--- config.mk ---
export PLATFORM = sky130hd
export DESIGN_NAME = keypad_scanner
export DESIGN_NICKNAME = d
export VERILOG_FILES = /design/src/rtl/keypad_pkg.sv /design/src/rtl/keypad_key_decode.sv /design/src/rtl/keypad_scanner.sv
export SDC_FILE = /design/constraint.sdc
export NUM_CORES = 1
export LEC_CHECK = 0
export CORE_MARGIN = 2
export CORE_UTILIZATION = 55
export CTS_CLUSTER_SIZE = 10
export DETAILED_ROUTE_END_ITERATION = 16
export GPL_TIMING_DRIVEN = 0
export PLACE_DENSITY = 0.76
export SLEW_MARGIN = 40
export SYNTH_ARGS = -nofsm -noshare
export SYNTH_HDL_FRONTEND = slang
export SYNTH_SLANG_ARGS = --single-unit
--- constraint.sdc ---
create_clock -name clk -period 3 [get_ports clk]
set_clock_uncertainty 0.1 [all_clocks]
set_input_delay 0.6 -clock clk [delete_from_list [all_inputs] [get_ports clk]]
set_output_delay 0.6 -clock clk [all_outputs]
set_load 0.005 [all_outputs]
--- src/rtl/keypad_pkg.sv ---
// Shared types and constants for the 4x3 matrix keypad scanner.
package keypad_pkg;

  localparam int NUM_ROWS = 4;
  localparam int NUM_COLS = 3;

  typedef enum logic [1:0] {
    SCAN,
    DEBOUNCE,
    PRESSED,
    RELEASE
  } state_t;

  localparam logic [NUM_COLS-1:0] COL_FIRST = 3'b100;

  localparam logic [3:0] KEY_0 = 4'd0;
  localparam logic [3:0] KEY_1 = 4'd1;
  localparam logic [3:0] KEY_2 = 4'd2;
  localparam logic [3:0] KEY_3 = 4'd3;
  localparam logic [3:0] KEY_4 = 4'd4;
  localparam logic [3:0] KEY_5 = 4'd5;
  localparam logic [3:0] KEY_6 = 4'd6;
  localparam logic [3:0] KEY_7 = 4'd7;
  localparam logic [3:0] KEY_8 = 4'd8;
  localparam logic [3:0] KEY_9 = 4'd9;

  // Column 1 -> 2 -> 3 -> 1 (strobe bit moves toward the LSB).
  function automatic logic [NUM_COLS-1:0] rotate_col(input logic [NUM_COLS-1:0] c);
    return {c[0], c[NUM_COLS-1:1]};
  endfunction

endpackage

--- src/rtl/keypad_key_decode.sv ---
// Maps a {rows, cols} strobe/sense pair to a key digit; anything not one-hot/one-hot on a real key is illegal.
module keypad_key_decode
  import keypad_pkg::*;
(
  input  logic [NUM_ROWS+NUM_COLS-1:0] code,
  output logic [3:0]                   digit,
  output logic                         legal
);

  always_comb begin
    digit = KEY_0;
    legal = 1'b1;
    case (code)
      7'b1000_100: digit = KEY_1;
      7'b1000_010: digit = KEY_2;
      7'b1000_001: digit = KEY_3;
      7'b0100_100: digit = KEY_4;
      7'b0100_010: digit = KEY_5;
      7'b0100_001: digit = KEY_6;
      7'b0010_100: digit = KEY_7;
      7'b0010_010: digit = KEY_8;
      7'b0010_001: digit = KEY_9;
      7'b0001_010: digit = KEY_0;
      default:     legal = 1'b0;
    endcase
  end

endmodule

--- src/rtl/keypad_scanner.sv ---
// Column-strobing 4x3 keypad scanner with press/release debouncing and one pulse per accepted key.
module keypad_scanner
  import keypad_pkg::*;
#(
  parameter int SCAN_DIV   = 1000,
  parameter int DEBOUNCE_N = 8
) (
  input  logic                clk,
  input  logic                rst_n,
  input  logic [NUM_ROWS-1:0] row_in,
  output logic [NUM_COLS-1:0] col_out,
  output logic [3:0]          digit,
  output logic                digit_valid,
  output logic                key_held
);

  localparam int DW  = (SCAN_DIV   > 1) ? $clog2(SCAN_DIV)   : 1;
  localparam int DBW = (DEBOUNCE_N > 1) ? $clog2(DEBOUNCE_N) : 1;

  logic [NUM_ROWS-1:0]          sync1, rows_s;
  state_t                       state, state_nx;
  logic [NUM_COLS-1:0]          col, col_nx;
  logic [DW-1:0]                dwell, dwell_nx;
  logic [DBW-1:0]               cnt, cnt_nx;
  logic [NUM_ROWS+NUM_COLS-1:0] cand, cand_nx;
  logic [3:0]                   digit_nx, key_digit;
  logic                         valid_nx, held_nx, key_legal, sample, last_match;

  keypad_key_decode u_decode (
    .code  ({rows_s, col}),
    .digit (key_digit),
    .legal (key_legal)
  );

  assign col_out    = col;
  assign sample     = (dwell == DW'(SCAN_DIV - 1));
  assign last_match = (cnt == DBW'(DEBOUNCE_N - 1));

  always_comb begin
    state_nx = state;
    col_nx   = col;
    dwell_nx = sample ? '0 : dwell + DW'(1);
    cnt_nx   = cnt;
    cand_nx  = cand;
    digit_nx = digit;
    valid_nx = 1'b0;
    held_nx  = key_held;
    // All decisions happen on the last dwell cycle, so the dwell counter
    // is already wrapping to 0 whenever the state changes.
    if (sample) begin
      case (state)
        SCAN: begin
          if (key_legal) begin
            state_nx = DEBOUNCE;
            cand_nx  = {rows_s, col};
            cnt_nx   = '0;
          end else begin
            col_nx = rotate_col(col);
          end
        end
        DEBOUNCE: begin
          if ({rows_s, col} == cand) begin
            if (last_match) begin
              state_nx = PRESSED;
              cnt_nx   = '0;
              digit_nx = key_digit;
              valid_nx = 1'b1;
              held_nx  = 1'b1;
            end else begin
              cnt_nx = cnt + DBW'(1);
            end
          end else begin
            state_nx = SCAN;
            col_nx   = rotate_col(col);
            cnt_nx   = '0;
          end
        end
        PRESSED: begin
          if (rows_s == '0) begin
            state_nx = RELEASE;
            cnt_nx   = '0;
          end
        end
        RELEASE: begin
          if (rows_s != '0) begin
            state_nx = PRESSED;
            cnt_nx   = '0;
          end else if (last_match) begin
            state_nx = SCAN;
            col_nx   = rotate_col(col);
            cnt_nx   = '0;
            held_nx  = 1'b0;
          end else begin
            cnt_nx = cnt + DBW'(1);
          end
        end
        default: begin
          state_nx = SCAN;
          cnt_nx   = '0;
        end
      endcase
    end
  end

  always_ff @(posedge clk or negedge rst_n) begin
    if (!rst_n) begin
      sync1       <= '0;
      rows_s      <= '0;
      state       <= SCAN;
      col         <= COL_FIRST;
      dwell       <= '0;
      cnt         <= '0;
      cand        <= '0;
      digit       <= '0;
      digit_valid <= 1'b0;
      key_held    <= 1'b0;
    end else begin
      sync1       <= row_in;
      rows_s      <= sync1;
      state       <= state_nx;
      col         <= col_nx;
      dwell       <= dwell_nx;
      cnt         <= cnt_nx;
      cand        <= cand_nx;
      digit       <= digit_nx;
      digit_valid <= valid_nx;
      key_held    <= held_nx;
    end
  end

endmodule

; Word level (Yosys, flattened, before mapping)
; Cells that the tools add are included.
[word_totals]
reg_bits = 39
input_bits = 6
output_inout_bits = 9
wordCells = 80
[op_classes]
n_addsub = 2
n_eq_ne = 26
mux = 30
n_reduce_logical = 12
[ops]
columns = operator, n
row1 = one-hot mux 4 bit (9 select lines), 1
row2 = 2-to-1 mux 3 bit, 9
row3 = == test 7 x 5 -> 1 bit (second input constant), 3
row4 = == test 7 x 6 -> 1 bit (second input constant), 3
row5 = == test 7 bit (second input constant), 3
row6 = != test 2 bit (second input constant), 8
row7 = 2-to-1 mux 2 bit, 6
row8 = one-hot mux 3 bit (4 select lines), 1
row9 = AND reduction 6 bit, 2
row10 = adder 10 x 1 -> 10 bit (second input constant), 1
row11 = == test 10 bit (second input constant), 1
row12 = 2-to-1 mux 10 bit, 1
row13 = OR reduction 10 bit, 1
row14 = 2-to-1 mux 1 bit, 9
row15 = one-hot mux 3 bit (3 select lines), 1
row16 = one-hot mux 2 bit (4 select lines), 1
row17 = == test 7 x 4 -> 1 bit (second input constant), 1
row18 = == test 7 bit, 1
row19 = != test 3 bit (second input constant), 2
row20 = AND reduction 3 bit, 2
row21 = AND reduction 5 bit, 1
row22 = == test 2 bit (second input constant), 2
row23 = logical NOT 4 bit, 1
row24 = AND reduction 4 bit, 1
row25 = other kinds (8), 8

; Logic depth before layout (Yosys ltp)
; Gate-level depths: netlist of run 1.
[logic_depth]
depth_word = 5
mapped_depth = 8
ltp_nobuf = 7

; Modules after synthesis
; Synthesis of run 1 repeated with hierarchy kept, for this count alone.
[hier_totals]
hier_cells = 174
area_unflattened_um2 = 1985.7
[modules_own_cells]
columns = mod, instances, cells_each, area_each_um2, seq_area_each_um2
row1 = keypad_scanner, 1, 143, 1766.7, 977.2
row2 = keypad_key_decode, 1, 31, 219.0, 0.0

; Worst setup path before layout of run 1
; Ideal clock, no wire load.
[synth_timing]
kind = reg2reg
startpoint = register col[2], in the netlist col_out[2]
endpoint = register cnt[0]
setup_ps = 125
arrival_ps = 1927
required_ps = 2775
path_slack_ps = 848
stages_incl_launch_ff = 7
path_buffers = 1
period_less_slack_ps = 2152
path_cell_list = dfstp_2 > buf_4 > nor4_1 > a31oi_1 > o311ai_4 > o311ai_2 > mux2_4
[synth_between]
elab_chain_cells = 5
elab_cells_between_ends = 17
classes_between = eq/ne (12) / mux (3) / reduce/logical (2)
[synth_rtl]
columns = item, line
row1 = from (decl), keypad_scanner.sv:22  ; logic [NUM_COLS-1:0] col, col_nx;
row2 = from (signal assigned), keypad_scanner.sv:121  ; col <= col_nx;
row3 = == test 7 bit (tied with other cells), keypad_key_decode.sv:13  ; case (code)
row4 = OR reduction 10 bit (no line), n/a
row5 = 2-to-1 mux 1 bit, keypad_key_decode.sv:13
row6 = != test 2 bit (no line), n/a
row7 = AND reduction 3 bit (no line), n/a
row8 = to (signal assigned), keypad_scanner.sv:123  ; cnt <= cnt_nx;
row9 = to (decl), keypad_scanner.sv:24  ; logic [DBW-1:0] cnt, cnt_nx;
; Several ways; a longest one is shown, not always the timed one.
; A chain may end at the register's enable or synchronous reset.

; Worst setup path after layout of run 1
; Same ends and word-level chain as after synthesis.

==> reports/results.ini, run 1 <==
[die]
initial_core_util_pct = 56.66
io_pins = 15
core_area_um2 = 3606
rows = 22
die_width_um = 64.95
die_h_um = 64.95
die_area_um2 = 4219

[sta]
relSlewSlack_pct = 65.79
post-route-period-util_pct = 79.51
rsz0062_at_grt = no
drv_slew = 0
fin_crit_ns = 2.385
layout_setup_ws_ns = 0.6146
hold_viol = 0
max_freq_mhz = 419.2
tns_ns = 0
worst_pin_slew_ns = 0.5123
setup_viol = 0

[worst_setup_path]
cp.required_ns = 3.08
cp_slowest_stage_delay_ns = 0.58
path_cells = buf_4, nor4_1, a31oi_1, o311ai_4, o311ai_2, mux2_4
critical_path_arrival_ns = 2.46
rr_startpoint = col_out[2]$_DFFE_PN1P_
critPathCaptureType = flop
startpoint_type = flop
cp_num_buf_inv = 1
rr_endpoint = cnt[0]$_DFFE_PN0P_
r2r_cells = 6
rrSetupSlack_ns = 0.61
path_depth = 6
critPathMaxFanout = 10
cpMaxStageDelayCell = dfstp_2
path_delay_family = compound AO/OA/AOI/OAI gates
critPathKind = flop to flop

[routing]
vias_per_cell = 5.639
routedWlPerCell_um = 15.02
drc = 0
wirelength_um = 3784
vias = 1421
drtAntennaViolNets = 0
dr.first_iter.drc_count = 67
dr.pass1.iters = 4

[synth]
synth_cell_types = 45
synth_warnings = 0
synth_area_leaders = dfrtp_1, mux2_4, xnor2_1, nor2_1, nand2_1
async_flop_share_pct = 100.0
synth_flop_cell = dfrtp_1
syn_area_um2 = 2043
yosysTopAreaCellShare_pct = 46.54
yosysTopAreaCell = dfrtp_1
ys_ff_latch = 39
netlist_top_cells_count = dfrtp_1, nor2_1, nand2_1
syn_nets = 190
yosysSeqAreaShare_pct = 47.83
yosysMostFrequentCell = dfrtp_1
synth_edf_count = 0
avgSynthCellArea_um2 = 11.29
synthCells = 181

[cts]
htreeDepth = 2
cts_resized = 0
clock-root-buffer = clkbuf_8
cts_setup_buffers = 0
cts_buffers = 5
clock_latency_ns = 0.30
cts.clk_slew.worst_paths_ns = 0.08
hold_buffers = 0
cts_max_path_buffers = 2
cts_tree = yes
clock_sinks = 39

[grt]
grt.busiest_layer = met2
grt_antenna_before_repair = 0
grt_remaining_overflow = 0
grt_pass1_wl_um = 6748
gr-usage-met2_pct = 36.21
gr-usage-met3_pct = 6.076
grt_max_degree = 25
grt_use_total_pct = 21.26
grt_pass1_vias = 1469
use_met1_pct = 24.89

[placement]
place_ws_ns = 0.6475
gp_congestion = 0.8359
io_buffers = 14
dp_hpwl_um = 2818

[layout]
drive_gt1_share_pct = 19.61
diodes = 0
num-nets-final = 212
synthToLayoutAreaGrowth_pct = 17.39

[worst_hold_path]
hold_path.class = input port to async pin

[outcome]
run_status = finished clean

[pwr]
ir_worst_vdd_mv = 0.2680
leakage_nw = 1.065
power_density_nw_per_um2 = 456.0

[flow_run]
drv_cap = 0

-- state kept, by name, indices dropped and copies added, names as in the netlist --
name and cells:
cand 7, state 2, cnt 3, key_held 1
col_out 3, sync1 4, digit_valid 1, dwell 10
rows_s 4, digit 4
-- where the power goes --
part,switching (mW),total (mW),internal [mW]
logic,0.0285,0.0477,0.0192
clock network,0.180,0.513,0.332
registers,0.00239,0.533,0.531
total,0.211,1.09,0.882
-- per-layer routing --
layer	share of wire (%)	vias up	wire length, µm
met3	4.1	8	157
met1	43	700	1628
met4	1.8	0	70
met2	51	30	1929
li1	-	683	-
met5	0	-	0
-- through the flow --
step,utilization (%),std cells,power [mW],instance area (µm²),hold WS [ns]
global placement,62.21,243,0.5871,2243,0.2313
CTS,66.52,252,1.104,2399,0.1269
detailed placement,62.84,244,0.5921,2266,0.2356
finish,66.52,252,1.094,2399,0.1173
floorplan,-,181,0.5669,2043,0.2044
global route,66.52,252,1.140,2399,0.1388
-- cell usage in the layout, fill, tap and decap left out, types with 5 or more instances in the layout --
| cell type | Yosys | layout |
|---|---|---|
| dfrtp_1 | 38 | 38 |
| nor2_1 | 16 | 16 |
| nand2_1 | 15 | 15 |
| clkdlybuf4s50_1 | 0 | 13 |
| xnor2_1 | 10 | 10 |
| nand3_1 | 9 | 9 |
| o21ai_0 | 8 | 8 |
| mux2_4 | 8 | 8 |
| xor2_1 | 6 | 6 |
| nand4_1 | 5 | 5 |
| nor4b_1 | 5 | 5 |
| clkbuf_8 | 0 | 5 |
-- cells by family (layout without fill, tap and decap cells) --
logic type      after synthesis  in the layout  synth area share [%]
simple gates                 72             72                 20.70
flops                        39             39                 47.83
compound gates               23             23                 8.880
xor+xnor                     16             16                 6.858
mux                          14             14                 9.063
buf+inv                      14             37                 4.837
fa+ha+maj                     3              3                 1.837
-- worst max-delay path by stage --
stage	start	end	slack, ns
after floorplan	col_out[2]$_DFFE_PN1P_	cnt[0]$_DFFE_PN0P_	0.85
after global placement	rst_n	col_out[0]$_DFFE_PN0P_	0.40
after detailed placement	col_out[2]$_DFFE_PN1P_	cnt[0]$_DFFE_PN0P_	0.65
after CTS	col_out[2]$_DFFE_PN1P_	cnt[0]$_DFFE_PN0P_	0.62
after global routing	col_out[2]$_DFFE_PN1P_	cnt[0]$_DFFE_PN0P_	0.49
final	col_out[2]$_DFFE_PN1P_	cnt[0]$_DFFE_PN0P_	0.61
-- area by class of cell --
cell class	count	area [µm²]
inverters	4	15.01
well taps	48	60.06
flip-flops and latches	39	977.2
plain buffers	10	83.83
clock buffers	6	72.57
multi-input cells	128	967.2
repair buffers	15	162.7
clock inverters	2	60.06
fillers	287	1207
No activity file was read; power rests on OpenSTA's default activity.
==> run 2: changes to the inputs <==
--- a/config.mk
+++ b/config.mk
@@ -6,11 +6,11 @@
 export NUM_CORES = 1
 export LEC_CHECK = 0
 export CORE_MARGIN = 2
-export CORE_UTILIZATION = 55
+export CORE_UTILIZATION = 52
 export CTS_CLUSTER_SIZE = 10
 export DETAILED_ROUTE_END_ITERATION = 16
 export GPL_TIMING_DRIVEN = 0
-export PLACE_DENSITY = 0.76
+export PLACE_DENSITY = 0.75
 export SLEW_MARGIN = 40
 export SYNTH_ARGS = -nofsm -noshare
 export SYNTH_HDL_FRONTEND = slang
==> constraint.sdc (replaced) <==
create_clock -name clk -period 2.1 [get_ports clk]
set_clock_uncertainty 0.1 [all_clocks]
set_input_delay 0.42 -clock clk [delete_from_list [all_inputs] [get_ports clk]]
set_output_delay 0.42 -clock clk [all_outputs]
set_load 0.005 [all_outputs]
==> reports/results.ini, run 2 (same netlist as run 1, synthesis figures left out) <==
[grt]
grt_pass1_vias = 1473  ; +0.27%
grt_max_degree = 22  ; -12%
grt_antenna_before_repair = 0  ; unchanged
grt_pass1_wl_um = 6858  ; +1.6%
grt_use_total_pct = 20.51  ; -0.76 points
grt_remaining_overflow = 0  ; unchanged

[pwr]
seqPwrFrac_pct = 50.7  ; +1.9 points
p_sw_share_pct = 21.21  ; +1.9 points
p_clk_share_pct = 43.8  ; -3.1 points
p_int_mw = 1.183  ; +34%
power_density_nw_per_um2 = 572.9  ; +26%
power.total_mw = 1.502  ; +37%
pwr-share-comb_pct = 5.5  ; +1.1 points
leakage_nw = 1.152  ; +8.2%
switchingPower_mw = 0.3186  ; +51%
ir_worst_vdd_mv = 0.4923  ; +84%

[cts]
cts_buffers = 5  ; unchanged
clock_latency_ns = 0.29  ; about the same
clock_sinks = 39  ; unchanged
cts.clk_slew.worst_paths_ns = 0.08  ; about the same
cts_max_path_buffers = 2  ; unchanged
htreeDepth = 2  ; unchanged
clock-root-buffer = clkbuf_8
cts_tree = yes

[die]
die_width_um = 66.69  ; +2.7%
initial_core_util_pct = 54.98  ; -1.7 points
die_area_um2 = 4447  ; +5.4%
io_pins = 15  ; unchanged
core_area_um2 = 3716  ; +3.1%
die_h_um = 66.69  ; +2.7%
rows = 22  ; unchanged

[layout]
final_cell_area_um2 = 2621  ; +9.3%
synthToLayoutAreaGrowth_pct = 28.29
regMostFlops = dwell
finalNonFillerCells = 265  ; +5.2%
diodes = 0  ; unchanged
largest_reg_flops = 10  ; unchanged
final_common_cell = dfrtp_1
num-nets-final = 225  ; +6.1%
final_cell_mix = dfrtp_1, nand2_1, nor2_1
largestRegisters = dwell x10, cand x7
drive_gt1_share_pct = 31.34  ; +12 points

[worst_setup_path]
critPathKind = flop to flop
cp.required_ns = 2.18  ; -0.90 ns
critPathMaxFanout = 10  ; unchanged
crit_start = col_out[1]$_DFFE_PN0P_
critPathCaptureType = flop
rr_endpoint = cnt[0]$_DFFE_PN0P_
r2r_cells = 8  ; +2
startpoint_type = flop
rr_startpoint = col_out[1]$_DFFE_PN0P_
critical_path_arrival_ns = 2.32  ; -0.14 ns
endpoint = cnt[0]$_DFFE_PN0P_
rrSetupSlack_ns = -0.15  ; -0.76 ns

[sta]
max_freq_mhz = 444.9  ; +6.1%
setup_viol = 14  ; +14
fin_crit_ns = 2.248  ; -0.1377 ns
relSlewSlack_pct = 67.88  ; +2.1 points
rsz0062_at_grt = yes
worst_pin_slew_ns = 0.4819  ; -0.03041 ns
hold_viol = 0  ; unchanged
holdWs_ns = 0.2511  ; +0.1339 ns
post-route-period-util_pct = 107.0  ; +28 points
layout_setup_ws_ns = -0.1478  ; -0.7623 ns
drv_slew = 0  ; unchanged

[placement]
gp_congestion = 0.8432  ; +0.87%
post_dp_cell_area_um2 = 2276  ; +0.44%
io_buffers = 14  ; unchanged
dp_hpwl_um = 2694  ; -4.4%
post-place-cells = 244  ; unchanged

[routing]
vias_per_cell = 5.626  ; -0.22%
wirelength_um = 4210  ; +11%
vias = 1491  ; +4.9%
drtAntennaViolNets = 0  ; unchanged
dr.first_iter.drc_count = 76  ; +13%
routedWlPerCell_um = 15.89  ; +5.8%
dr.pass1.iters = 4  ; unchanged
drc = 0  ; unchanged

[outcome]
run_status = complete, but fails checks
violations = negative setup slack

[flow_run]
drv_cap = 0  ; unchanged

[worst_hold_path]
hold_path.class = flop to flop

-- run 2: cell count changes in the layout (fill, tap and decap cells not counted), moves of 3 or more --
cell,previous run,this run
mux2_4,8,11
mux2_2,4,1
buf_4,4,13
buf_6,4,7
-- run 2: layout make-up --
class                      instances  area, µm²
clock inverter                     2      38.79
tap                               48      60.06
fill                             256       1095
sequential                        39      978.4
buffer                            10      101.3
timing repair buffer              28      266.5
inverter                           4      15.01
multi-input combinational        128       1079
clock buffer                       6      82.58
-- run 2: worst min-delay path by stage --
stage	startpoint	end	slack [ns]	cells past startpoint
after floorplan	rst_n	cand[0]$_DFFE_PN0P_	0.02	0
after global placement	sync1[1]$_DFF_PN0_	rows_s[1]$_DFF_PN0_	0.23	0
after detailed placement	sync1[1]$_DFF_PN0_	rows_s[1]$_DFF_PN0_	0.23	0
after CTS	sync1[1]$_DFF_PN0_	rows_s[1]$_DFF_PN0_	0.25	0
after global routing	sync1[3]$_DFF_PN0_	rows_s[3]$_DFF_PN0_	0.26	0
final	sync1[1]$_DFF_PN0_	rows_s[1]$_DFF_PN0_	0.25	0
-- run 2: what timing repair did --
action	in CTS	in global routing
hold buffers	1	0
endpoints found under the hold margin	18	0
setup buffers	7	5
pin swaps	4	13
endpoints found under the setup margin	14	18
resized for setup	13	18
-- run 2: power by group through the flow --
stage	combinational [mW]	sequential (mW)	clock (mW)
after global placement	0.0634	0.776	0
after floorplan	0.0340	0.776	0
after detailed placement	0.0699	0.776	0
after global routing	0.0894	0.763	0.703
after CTS	0.0768	0.761	0.671
final	0.0824	0.762	0.657
-- run 2: layer usage --
metal | GRT usage (%) | vias up | share of wire (%)
li1 | - | 707 | -
met2 | 35.00 | 27 | 52
met4 | 6.888 | 0 | 0.76
met5 | 0 | - | 0
met1 | 26.00 | 753 | 44
met3 | 4.054 | 4 | 2.7
-- run 2: per-stage QoR --
stage	setup slack [ns]	util (%)	TNS, ns
after floorplan	-0.03405	-	-0.2383
after global placement	-0.3431	60.64	-14.45
after detailed placement	-0.1859	61.25	-2.048
after CTS	-0.1348	67.68	-1.207
after global routing	-0.2446	70.54	-2.523
final	-0.1478	70.54	-1.228
-- run 2: worst max-delay path, stage by stage, from the launching register on --
cell,delay [ns]
dfrtp_2,0.42
buf_4,0.18
xnor2_2,0.19
nor4_2,0.08
a31oi_2,0.22
o311ai_4,0.16
buf_4,0.17
o311ai_4,0.29
mux2_4,0.33
==> run 3: changes to the inputs <==
--- a/config.mk
+++ b/config.mk
@@ -7,6 +7,7 @@
 export LEC_CHECK = 0
 export CORE_MARGIN = 2
 export CORE_UTILIZATION = 52
+export CTS_CLUSTER_DIAMETER = 60
 export CTS_CLUSTER_SIZE = 10
 export DETAILED_ROUTE_END_ITERATION = 16
 export GPL_TIMING_DRIVEN = 0
==> results of run 3 <==
No change in the layout: final DEF, timing and power equal those of run 2.
